### config.mk
export PLATFORM = sky130hd
export DESIGN_NAME = apu_frame_sequencer
export DESIGN_NICKNAME = d
export VERILOG_FILES = /design/src/rtl/apu_frame_sequencer.sv
export SDC_FILE = /design/constraint.sdc
export NUM_CORES = 1
export LEC_CHECK = 0
export CAP_MARGIN = 40
export CORE_MARGIN = 2
export CORE_UTILIZATION = 47
export DETAILED_ROUTE_END_ITERATION = 10
export PLACE_DENSITY_LB_ADDON = 0.08
export SLEW_MARGIN = 15
export SYNTH_ARGS = -nofsm -noshare
export SYNTH_HDL_FRONTEND = slang
export SYNTH_SLANG_ARGS = --single-unit
### constraint.sdc
create_clock -name apu_clk -period 1.4 [get_ports apu_clk]
set_clock_uncertainty 0.1 [all_clocks]
set_input_delay 0.28 -clock apu_clk [delete_from_list [all_inputs] [get_ports apu_clk]]
set_output_delay 0.28 -clock apu_clk [all_outputs]
set_load 0.02 [all_outputs]
### src/rtl/apu_frame_sequencer.sv
// APU frame sequencer: divides apu_clk into quarter/half-frame strobes (4-step / 5-step modes).
// Optional frame interrupt is built only when APU_FRAME_IRQ_EN is defined.
module apu_frame_sequencer #(
    parameter int STEP_CYCLES = 3729
) (
    input  logic       apu_clk,
    input  logic       rst_n,
    input  logic       cfg_wr,
    input  logic [1:0] cfg_data,
    input  logic       irq_ack,
    output logic       qtr_clk,
    output logic       hlf_clk,
    output logic       frame_irq,
    output logic [2:0] step_index
);

    localparam int DIV_W = (STEP_CYCLES > 1) ? $clog2(STEP_CYCLES) : 1;
    localparam logic [DIV_W-1:0] DIV_LAST = DIV_W'(STEP_CYCLES - 1);

    logic [DIV_W-1:0] r_div;
    logic [2:0]       r_step;
    logic             r_mode;
    logic             r_qtr;
    logic             r_hlf;

    logic [DIV_W-1:0] w_div_nxt;
    logic [2:0]       w_step_nxt;
    logic             w_qtr_nxt;
    logic             w_hlf_nxt;
    logic             w_tc;
    logic             w_evt;
    logic             w_last;
    logic             w_step3_4;

    always_comb begin
        w_tc       = (r_div == DIV_LAST);
        // A register write on the terminal count swallows that step event.
        w_evt      = w_tc && !cfg_wr;
        w_last     = r_mode ? (r_step == 3'd4) : (r_step == 3'd3);
        w_step3_4  = (!r_mode && (r_step == 3'd3));
        w_div_nxt  = w_tc ? '0 : r_div + DIV_W'(1);
        w_step_nxt = r_step;
        w_qtr_nxt  = 1'b0;
        w_hlf_nxt  = 1'b0;
        if (cfg_wr) begin
            w_div_nxt  = '0;
            w_step_nxt = 3'd0;
            w_qtr_nxt  = cfg_data[1];
            w_hlf_nxt  = cfg_data[1];
        end else if (w_evt) begin
            w_step_nxt = w_last ? 3'd0 : r_step + 3'd1;
            w_qtr_nxt  = !(r_mode && (r_step == 3'd3));
            w_hlf_nxt  = (r_step == 3'd1) || (r_mode && (r_step == 3'd4)) || w_step3_4;
        end
    end

    always_ff @(posedge apu_clk or negedge rst_n) begin
        if (!rst_n) begin
            r_div  <= '0;
            r_step <= 3'd0;
            r_mode <= 1'b0;
            r_qtr  <= 1'b0;
            r_hlf  <= 1'b0;
        end else begin
            r_div  <= w_div_nxt;
            r_step <= w_step_nxt;
            r_qtr  <= w_qtr_nxt;
            r_hlf  <= w_hlf_nxt;
            if (cfg_wr) begin
                r_mode <= cfg_data[1];
            end
        end
    end

`ifdef APU_FRAME_IRQ_EN
    logic r_irq_inh;
    logic r_irq;
    logic w_irq_set;

    // Set has priority over both acknowledge and an inhibiting write.
    assign w_irq_set = w_evt && w_step3_4 && !r_irq_inh;

    always_ff @(posedge apu_clk or negedge rst_n) begin
        if (!rst_n) begin
            r_irq_inh <= 1'b0;
            r_irq     <= 1'b0;
        end else begin
            if (cfg_wr) begin
                r_irq_inh <= cfg_data[0];
            end
            if (w_irq_set) begin
                r_irq <= 1'b1;
            end else if ((cfg_wr && cfg_data[0]) || irq_ack) begin
                r_irq <= 1'b0;
            end
        end
    end

    assign frame_irq = r_irq;
`else
    logic w_unused_irq;
    assign w_unused_irq = ^{irq_ack, cfg_data[0]};
    assign frame_irq    = 1'b0;
`endif

    assign qtr_clk    = r_qtr;
    assign hlf_clk    = r_hlf;
    assign step_index = r_step;

endmodule
==> out/qor.txt, run 1 <==
Result of the run: finished with violations
Violated checks: setup timing
Signal arrival time at the worst endpoint: 1.65 ns
DRC errors left: 0
Final Instance Count excl. Fillers: 154
Final-layout fill cell count: 151
Area of the die: 2359 sq um
First-pass detailed-route iteration total: 4
Fmax: 634.7 MHz
Internal portion of total power: 0.0007481 W
Cell area after synthesis: 933.4 sq um
Commonest cells post-synth: dfrtp_1 (18), inv_1 (8), a21oi_1 (7), o21ai_0 (7)
Number of cells in the design after placement: 144
Number of global-route vias before repair: 785
Psw: 0.0002353 W
Remaining number of nets flagged by the antenna check after routing: 0
Min Clock Period, post-route: 1.576 ns
Detailed router's first-iteration violation count: 9
Clock-pin transition on the worst setup and hold timing paths: 0.11 ns
CTS tree: built
Final net count: 140
Antenna diode instance count: 0
Post-synthesis cell type with the largest combined area: dfrtp_1
Combinational group share of total power: 11.7%
Gp weighted congestion: 0.8629
H-tree lvl count: 1
RSZ-0062 raised after global routing: true
Clock insertion delay at the later pin of the skew report: 0.30 ns
Vias: 812
Ratio of routed vias to standard cells: 5.273
Maximum clock path buffer count: 2
Number of rows in the core area: 16
Area of the multi-input gates: 551.8 sq um
Post-synth net total: 106
Total Routing Usage GR: 19.16%
Most frequently used flop master after synthesis: dfrtp_1
Routed wire length per instance: 14.21 um
Endpoint class of the critical path: register
Sequential share of power: 55.3%
Area share of the leading cell type in the synthesized netlist: 48.26%
CTS root buf: clkbuf_4
Top cells by area, synth: dfrtp_1 (48%), ha_1 (8.0%), a21oi_1 (3.8%), o21ai_0 (3.8%), nand3_1 (3.2%)
Power density of the placed cells: 722.4 nW/um^2
Standard cell core area: 1922 sq um
Final wirelength: 2188 um
Number of storage elements in the synthesis netlist: 18
Final Hold Viols: 0
Count of maximum capacitance violations: 0
Storage element area: 452.9 sq um
Max-slew violations: 0
Synth-to-Final Area Change: 45.85%
Sum of net half-perimeters after detailed placement: 1358 um
Portion of total power attributed to the clock network: 33.0%
Most frequent cell after synthesis: dfrtp_1
Switching part of the total: 23.93%
Total negative setup slack: -2.328 ns
Count of flip-flops with a built-in enable after synthesis: 0
Leftover overflow at the end of global routing: 0
Antenna violations before repair: 0
Width of the chip: 48.57 um
Portion of the post-synthesis area used by sequential elements: 48.26%
Netlist cell types: 27
Layout cell share with drive strength beyond 1: 45.67%
Peak supply drop: 0.4987 mV
Synthesized area divided by synthesized cell count: 9.930 sq um
Clk sink count: 18
Maximum number of pins on one net before global-route repair: 19
Number of buffers added by the clock tree synthesis step: 3
Async set or reset register ratio after synthesis: 100.0%
Initial Utilization: 48.57%
Synthesized netlist cell count: 94
Cts-stage hold buffer count: 0
Port buffer count: 8
Final critical-path setup slack: -0.1756 ns
Highest net fanout along the worst path: 7
Number of ports placed on the die boundary: 12
Height of the die: 48.57 um
Yosys warnings: 0
Static leakage power: 0.5861 nW
Final critical-path share of the clock period: 112.5%
Total of endpoints with negative setup slack in the final report: 17
Kind of start point of the critical path: register
Required time at the worst-slack endpoint: 1.47 ns
Wire length of the first global-routing pass: 3505 um
Type of the most critical hold path: in2async
Worst setup path category: reg2reg
metrics by stage:
stage | instance area, sq um | power [W] | setup WS (ns) | hold WS [ns] | util [%]
4_1_cts | 1300 | 0.0009804 | -0.1536 | 0.2120 | 67.64
3_5_place_dp | 1174 | 0.0006390 | -0.1810 | 0.3836 | 61.07
6_report | 1361 | 0.0009833 | -0.1756 | 0.2044 | 70.83
5_1_grt | 1361 | 0.001039 | -0.2160 | 0.2116 | 70.83
3_3_place_gp | 1174 | 0.0006350 | -0.1242 | 0.3669 | 61.07
2_1_floorplan | 950.9 | 0.0005888 | -0.04544 | -0.1156 | -
placed cells by master, fill, tap and decap left out, drive strengths merged, types with 4 or more instances in the layout:
cell type   n
nor2        6
dfrtp      18
nand3       6
o21ai       7
ha          6
buf        24
inv         8
or3         4
nand2       5
a21oi       7
clkbuf      5
registers in the layout, indices dropped and copies added (netlist names):
| register | flops |
|---|---|
| hlf_clk | 1 |
| qtr_clk | 1 |
| r_div | 12 |
| r_mode | 1 |
| step_index | 3 |
power groups by stage:
stage / combinational (W) / sequential, W / clock [W]
global route: 0.000127 / 0.000546 / 0.000366
global placement: 0.0000817 / 0.000553 / 0
detailed placement: 0.0000851 / 0.000554 / 0
finish: 0.000115 / 0.000544 / 0.000325
CTS: 0.000107 / 0.000543 / 0.000331
floorplan: 0.0000328 / 0.000556 / 0
worst max-delay path, stage by stage, from the launching register on:
cell,delay [ns]
dfrtp_1,0.43
inv_1,0.07
ha_2,0.16
and4_4,0.23
a41o_1,0.25
buf_6,0.17
a21oi_4,0.04
kinds of logic after synthesis:
logic type               Yosys count  synth area share, %
flip-flops                        18                48.26
AO/OA/AOI/OAI                     21                13.00
other                              1               0.4018
AND/OR/NAND/NOR                   35                22.65
adder cells (fa/ha/maj)            6                8.043
buffers and inverters             10                4.825
XOR/XNOR                           3                2.816
worst paths after layout:
path                            from   endpoint  slack (ns)  cells after the start
max                         r_div[0]   r_div[9]       -0.18                      6
max reg2reg                 r_div[0]   r_div[9]       -0.18                      6
min reg2reg                r_div[11]  r_div[11]        0.48                      2
min in group apu_clk       r_div[11]  r_div[11]        0.48                      2
min                            rst_n   r_div[6]        0.20                      2
max in group asynchronous      rst_n   r_div[3]        0.78                      2
per-layer routing:
layer | global-route usage, % | routed length, um | vias to the layer above | part of all wire (%)
met2 | 30.32 | 1065 | 8 | 49
li1 | - | - | 398 | -
met5 | 0 | 0 | - | 0
met1 | 26.46 | 1053 | 404 | 48
met3 | 4.012 | 48 | 2 | 2.2
met4 | 6.190 | 21 | 0 | 0.96
what timing repair did:
action,4_1_cts,5_1_grt
resized for setup,26,17
setup buffers,4,2
pin swaps,6,6
setup endpoints to repair,22,21
final cells by class:
class	count	area share [%]
timing repair buffer	31	18.84
sequential	18	33.27
tap	27	2.482
multi-input combinational	66	40.53
inverter	8	2.206
clock buffer	4	2.665
Note: power is estimated with default switching activity, not from simulation.
==> inputs of run 2 (changes only) <==
CORE_UTILIZATION = 56   (was 47)
clock period = 2 ns   (was 1.4 ns; I/O delays follow)
==> run 2 against run 1 <==
The flow now finishes without violations; combinational power decreased by 57%; non-clock buffer count decreased by 20; power decreased by 33%; utilization decreased by 0.95 points; critical path depth decreased by 5; first-iteration DRC count increased by 22%; routed wire length decreased by 19%; design area decreased by 21%; clock power decreased by 30%.
==> out/qor.txt, run 2 (synthesis results as in run 1) <==
Total Routing Usage GR: 21.83% (+2.7 points)
Post-CTS setup buffer count: 0 (-4)
Clk sink count: 18 (unchanged)
End of the worst register-to-register path: r_div[9]
Gp weighted congestion: 0.8147 (-5.6%)
Min Clock Period, post-route: 1.830 ns
Final net count: 120 (-14%)
Height of the die: 44.83 um (-7.7%)
Number of ports placed on the die boundary: 12 (unchanged)
Final wirelength: 1783 um (-19%)
Max-slew violations: 0 (unchanged)
Count of cell instances traversed by the critical path: 1 (-5)
Maximum clock path buffer count: 2 (unchanged)
Fmax: 546.4 MHz
Maximum number of pins on one net before global-route repair: 19 (unchanged)
Quantity of gates resized following cts: 0 (-100%)
Sum of net half-perimeters after detailed placement: 1243 um (-8.5%)
CP delay by family, top: buffers and inverters
Endpoint class of the critical path: output pin
Ratio of routed vias to standard cells: 6.041 (+15%)
Antenna violations before repair: 0 (unchanged)
Result of the run: complete, no violations
Slowest stage cell, crit path: clkdlybuf4s50_1
Port buffer count: 8 (unchanged)
CTS root buf: clkbuf_4
Setup slack on the worst flop-to-flop path: 0.33 ns (+0.51 ns)
Number of global-route vias before repair: 727 (-7.4%)
Most used cells in the layout excluding fill and tap cells: dfrtp_1 (18), inv_1 (8), clkdlybuf4s50_1 (8)
Clock-pin transition on the worst setup and hold timing paths: 0.10 ns (about the same)
Final critical-path setup slack: 0.1697 ns (+0.3453 ns)
First-pass detailed-route iteration total: 5 (+1)
Highest net fanout along the worst path: 4 (-3)
RSZ-0062 raised after global routing: false
Required time at the worst-slack endpoint: 1.50 ns (+0.03 ns)
CTS tree: built
Detailed router's first-iteration violation count: 11 (+2)
Total chip power: 0.0006551 W (-33%)
Vias: 743 (-8.5%)
Worst setup path category: reg2out
Wire length of the first global-routing pass: 3139 um (-10%)
Cts-stage hold buffer count: 0 (unchanged)
Width of the chip: 44.83 um (-7.7%)
Place WS: 0.3340 ns (+0.5150 ns)
Number of buffers added by the clock tree synthesis step: 3 (unchanged)
Leftover overflow at the end of global routing: 0 (unchanged)
Standard cell core area: 1541 sq um (-20%)
Kind of start point of the critical path: register
Total negative setup slack: 0 ns (+2.328 ns)
Largest incremental delay on the critical path: 0.62 ns (+0.19 ns)
Signal arrival time at the worst endpoint: 1.33 ns (-0.32 ns)
Static leakage power: 0.4678 nW (-20%)
Critical path origin: step_index[0]
Number of rows in the core area: 14 (-2)
Type of the most critical hold path: in2async
Most common cell after layout, fill and taps aside: dfrtp_1
Antenna diode instance count: 0 (unchanged)
Peak supply drop: 0.4683 mV (-6.1%)
Critical Path Sink: step_index[0]
Remaining number of nets flagged by the antenna check after routing: 0 (unchanged)
Synth-to-Final Area Change: 15.42%
Max FFs per register: 12 (unchanged)
Power density of the placed cells: 608.1 nW/um^2 (-16%)
Total of endpoints with negative setup slack in the final report: 0 (-17)
Final-layout fill cell count: 117 (-23%)
Number of cells traversed by the worst register-to-register path: 3 (-3)
Ordered list of cells on the worst path: clkdlybuf4s50_1
Initial Utilization: 60.55% (+12 points)
Final Hold Viols: 0 (unchanged)
R2r startpoint: r_div[2]
Final critical-path share of the clock period: 91.52%
DRC errors left: 0 (unchanged)
Most flops, register: r_div
Routed wire length per instance: 14.50 um (+2.0%)
Count of maximum capacitance violations: 0 (unchanged)
H-tree lvl count: 1 (unchanged)
Clock insertion delay at the later pin of the skew report: 0.30 ns (about the same)
WP buf/inv: 1 (-1)
Layout cell share with drive strength beyond 1: 9.346% (-36 points)
Area of the die: 2009 sq um (-15%)
[run 2: cell count changes in the layout (fill, tap and decap cells not counted), sizes merged]
cell	before	now
clkbuf	5	4
buf	24	3
clkdlybuf4s50	3	8
dlygate4sd2	1	0
clkdlybuf4s15	2	0
[run 2: final cells by class]
type                            instances  area [sq um]  area share, %
Inverter                                8         30.03          2.787
Tap cell                               16         20.02          1.858
Sequential cell                        18         450.4          41.81
Clock buffer                            4         36.28          3.368
Timing Repair Buffer                   11         102.6          9.524
Multi-Input combinational cell         66         437.9          40.65
[run 2: per-layer routing]
layer,track usage (%),vias up,wire length [um]
li1,-,360,-
met4,10.59,0,35
met3,2.400,4,85
met2,36.81,24,855
met1,28.01,355,806
met5,0,-,0
[run 2: worst min path at each step]
stage          cells past startpoint       endpoint
3_5_place_dp                       1       r_div[0]
6_report                           2  step_index[2]
4_1_cts                            2  step_index[2]
3_3_place_gp                       1       r_div[0]
5_1_grt                            2  step_index[2]
2_1_floorplan                      0        hlf_clk
[run 2: through the flow]
stage | hold slack, ns | area [sq um] | util (%) | std cells
after detailed placement | 0.3807 | 1041 | 67.53 | 119
after floorplan | 0.004409 | 933.4 | - | 94
after CTS | 0.3148 | 1077 | 69.89 | 123
final | 0.3099 | 1077 | 69.89 | 123
after global routing | 0.3573 | 1077 | 69.89 | 123
after global placement | 0.3655 | 1041 | 67.53 | 119
[run 2: where the power goes]
| part | total, W | switching, W | internal, W |
|---|---|---|---|
| Clock | 0.000226 | 0.000114 | 0.000111 |
| Combinational | 0.0000491 | 0.0000280 | 0.0000211 |
| Sequential | 0.000380 | 0.00000805 | 0.000372 |
| Total | 0.000655 | 0.000150 | 0.000505 |
==> inputs of run 3 (changes only) <==
CORE_UTILIZATION = 47   (was 56)
PLACE_DENSITY = 0.72   (was not set)
PLACE_DENSITY_LB_ADDON = not set   (was 0.08)
clock period = 1.65 ns   (was 2 ns; I/O delays follow)
==> run 3 against run 2 <==
Clock power up 17%; sequential cell count is the same; sequential share of layout area shrank 2.5 points; setup slack got worse by 0.041 ns; global-route usage decreased by 4.5 points; first-iteration DRC count decreased by 36%; sequential power increased by 21%; routed wire length decreased by 0.84%; critical path type is now reg2reg.
==> out/qor.txt, run 3 (synthesis results as in run 1) <==
Most common cell after layout, fill and taps aside: dfrtp_1
Antenna violations before repair: 0 (unchanged)
CTS root buf: clkbuf_4
Antenna diode instance count: 0 (unchanged)
Combinational group share of total power: 8.1% (+0.6 points)
Final wirelength: 1768 um (-0.84%)
Width of the chip: 48.57 um (+8.3%)
Area of the die: 2359 sq um (+17%)
Static leakage power: 0.5215 nW (+11%)
Synth-to-Final Area Change: 22.65%
Ratio of routed vias to standard cells: 5.471 (-9.4%)
Highest net fanout along the worst path: 4 (unchanged)
Final critical-path setup slack: 0.1289 ns (-0.04078 ns)
Detailed router's first-iteration violation count: 7 (-4)
Place WS: 0.08226 ns (-0.2517 ns)
Max FFs per register: 12 (unchanged)
Final Hold Viols: 0 (unchanged)
Psw: 0.0001750 W (+16%)
First-pass detailed-route iteration total: 3 (-2)
Total placed instance area: 1100 sq um (+5.6%)
Sum of net half-perimeters after detailed placement: 1373 um (+10%)
Remaining number of nets flagged by the antenna check after routing: 0 (unchanged)
Total Routing Usage GR: 17.35% (-4.5 points)
Worst setup path category: reg2reg
Height of the die: 48.57 um (+8.3%)
Leftover overflow at the end of global routing: 0 (unchanged)
Required time at the worst-slack endpoint: 1.76 ns (+0.26 ns)
Portion of total power attributed to the clock network: 33.6% (-0.8 points)
Number of global-route vias before repair: 765 (+5.2%)
Most flops, register: r_div
Kind of start point of the critical path: register
Signal arrival time at the worst endpoint: 1.63 ns (+0.30 ns)
Clk sink count: 18 (unchanged)
Port buffer count: 8 (unchanged)
Clock insertion delay at the later pin of the skew report: 0.29 ns (about the same)
Cell area after layout: 1145 sq um (+6.3%)
Most used cells in the layout excluding fill and tap cells: dfrtp_1 (18), buf_4 (9), inv_1 (8)
Final hold slack: 0.2583 ns (-0.05157 ns)
Peak supply drop: 0.4084 mV (-13%)
Sequential share of power: 58.3% (+0.2 points)
Result of the run: complete, no violations
Number of rows in the core area: 16 (+2)
CTS tree: built
Power density of the placed cells: 689.0 nW/um^2 (+13%)
Layout cell share with drive strength beyond 1: 16.81% (+7.5 points)
Count of maximum capacitance violations: 0 (unchanged)
Maximum clock path buffer count: 2 (unchanged)
Gp weighted congestion: 0.7784 (-4.5%)
Switching part of the total: 22.19% (-0.78 points)
Standard cell core area: 1922 sq um (+25%)
Min Clock Period, post-route: 1.521 ns
Total negative setup slack: 0 ns (unchanged)
Internal portion of total power: 0.0006137 W (+22%)
Type of the most critical hold path: in2async
Initial Utilization: 48.57% (-12 points)
Routed wire length per instance: 12.63 um (-13%)
Final-layout fill cell count: 176 (+50%)
DRC errors left: 0 (unchanged)
Vias: 766 (+3.1%)
H-tree lvl count: 1 (unchanged)
Maximum number of pins on one net before global-route repair: 19 (unchanged)
Number of buffers added by the clock tree synthesis step: 3 (unchanged)
Fmax: 657.4 MHz
Total of endpoints with negative setup slack in the final report: 0 (unchanged)
Number of ports placed on the die boundary: 12 (unchanged)
Final critical-path share of the clock period: 92.19%
Max-slew violations: 0 (unchanged)
Final net count: 126 (+5.0%)
RSZ-0062 raised after global routing: false
Endpoint class of the critical path: register
Wire length of the first global-routing pass: 3167 um (+0.89%)
Clock-pin transition on the worst setup and hold timing paths: 0.10 ns (about the same)
Total chip power: 0.0007888 W (+20%)
-- run 3: cell types whose count changed in the layout (fill, tap and decap cells not counted), sizes merged --
cell | previous run | this run
dlygate4sd2 | 0 | 5
buf | 3 | 9
clkdlybuf4s50 | 8 | 3
-- run 3: final timing paths --
path,from,endpoint,slack (ns),cells past startpoint
max,r_div[0],step_index[0],0.13,6
min,rst_n,r_mode,0.26,2
max reg2reg,r_div[0],step_index[0],0.13,6
min reg2reg,r_div[0],r_div[0],0.39,1
max in group asynchronous,rst_n,step_index[2],1.00,2
min in group apu_clk,r_div[0],r_div[0],0.39,1
-- run 3: metrics by stage --
step,std cells,utilization (%)
CTS,140,58.79
floorplan,94,-
finish,140,59.57
global route,140,59.57
global placement,136,57.23
detailed placement,136,57.23
-- run 3: cell type report --
class                   count  area, sq um  area share [%]
repair buffers             17        141.4           12.35
flip-flops and latches     18        450.4           39.34
inverters                   8        30.03           2.623
clock buffers               4        36.28           3.169
well taps                  27        33.78           2.951
multi-input cells          66        452.9           39.56
-- run 3: timing repair --
action                     in CTS  in global routing
resized for setup               5                  3
pin swaps                       0                  1
hold buffers                    0                  0
hold endpoints to repair        0                  0
buffers inserted                0                  0
setup endpoints to repair       5                 14
-- run 3: critical path: stages, from the launching register on --
cell	delay (ns)
dfrtp_1	0.40
inv_1	0.06
ha_1	0.18
and4_1	0.20
a41o_1	0.21
buf_4	0.15
o22ai_1	0.14
-- run 3: power by group through the flow --
stage,Sequential [W],Combinational (W),Clock [W]
2_1_floorplan,0.000471,0.0000263,0
3_3_place_gp,0.000468,0.0000642,0
3_5_place_dp,0.000469,0.0000656,0
5_1_grt,0.000462,0.0000743,0.000301
6_report,0.000460,0.0000638,0.000265
4_1_cts,0.000460,0.0000642,0.000272
-- run 3: per-layer routing --
metal  global-route usage [%]  wire length, um  vias to the layer above
met3                    4.012               43                        0
li1                         -                -                      374
met4                    8.095                0                        0
met1                    20.56              788                      383
met5                        0                0                        -
met2                    29.86              937                        9
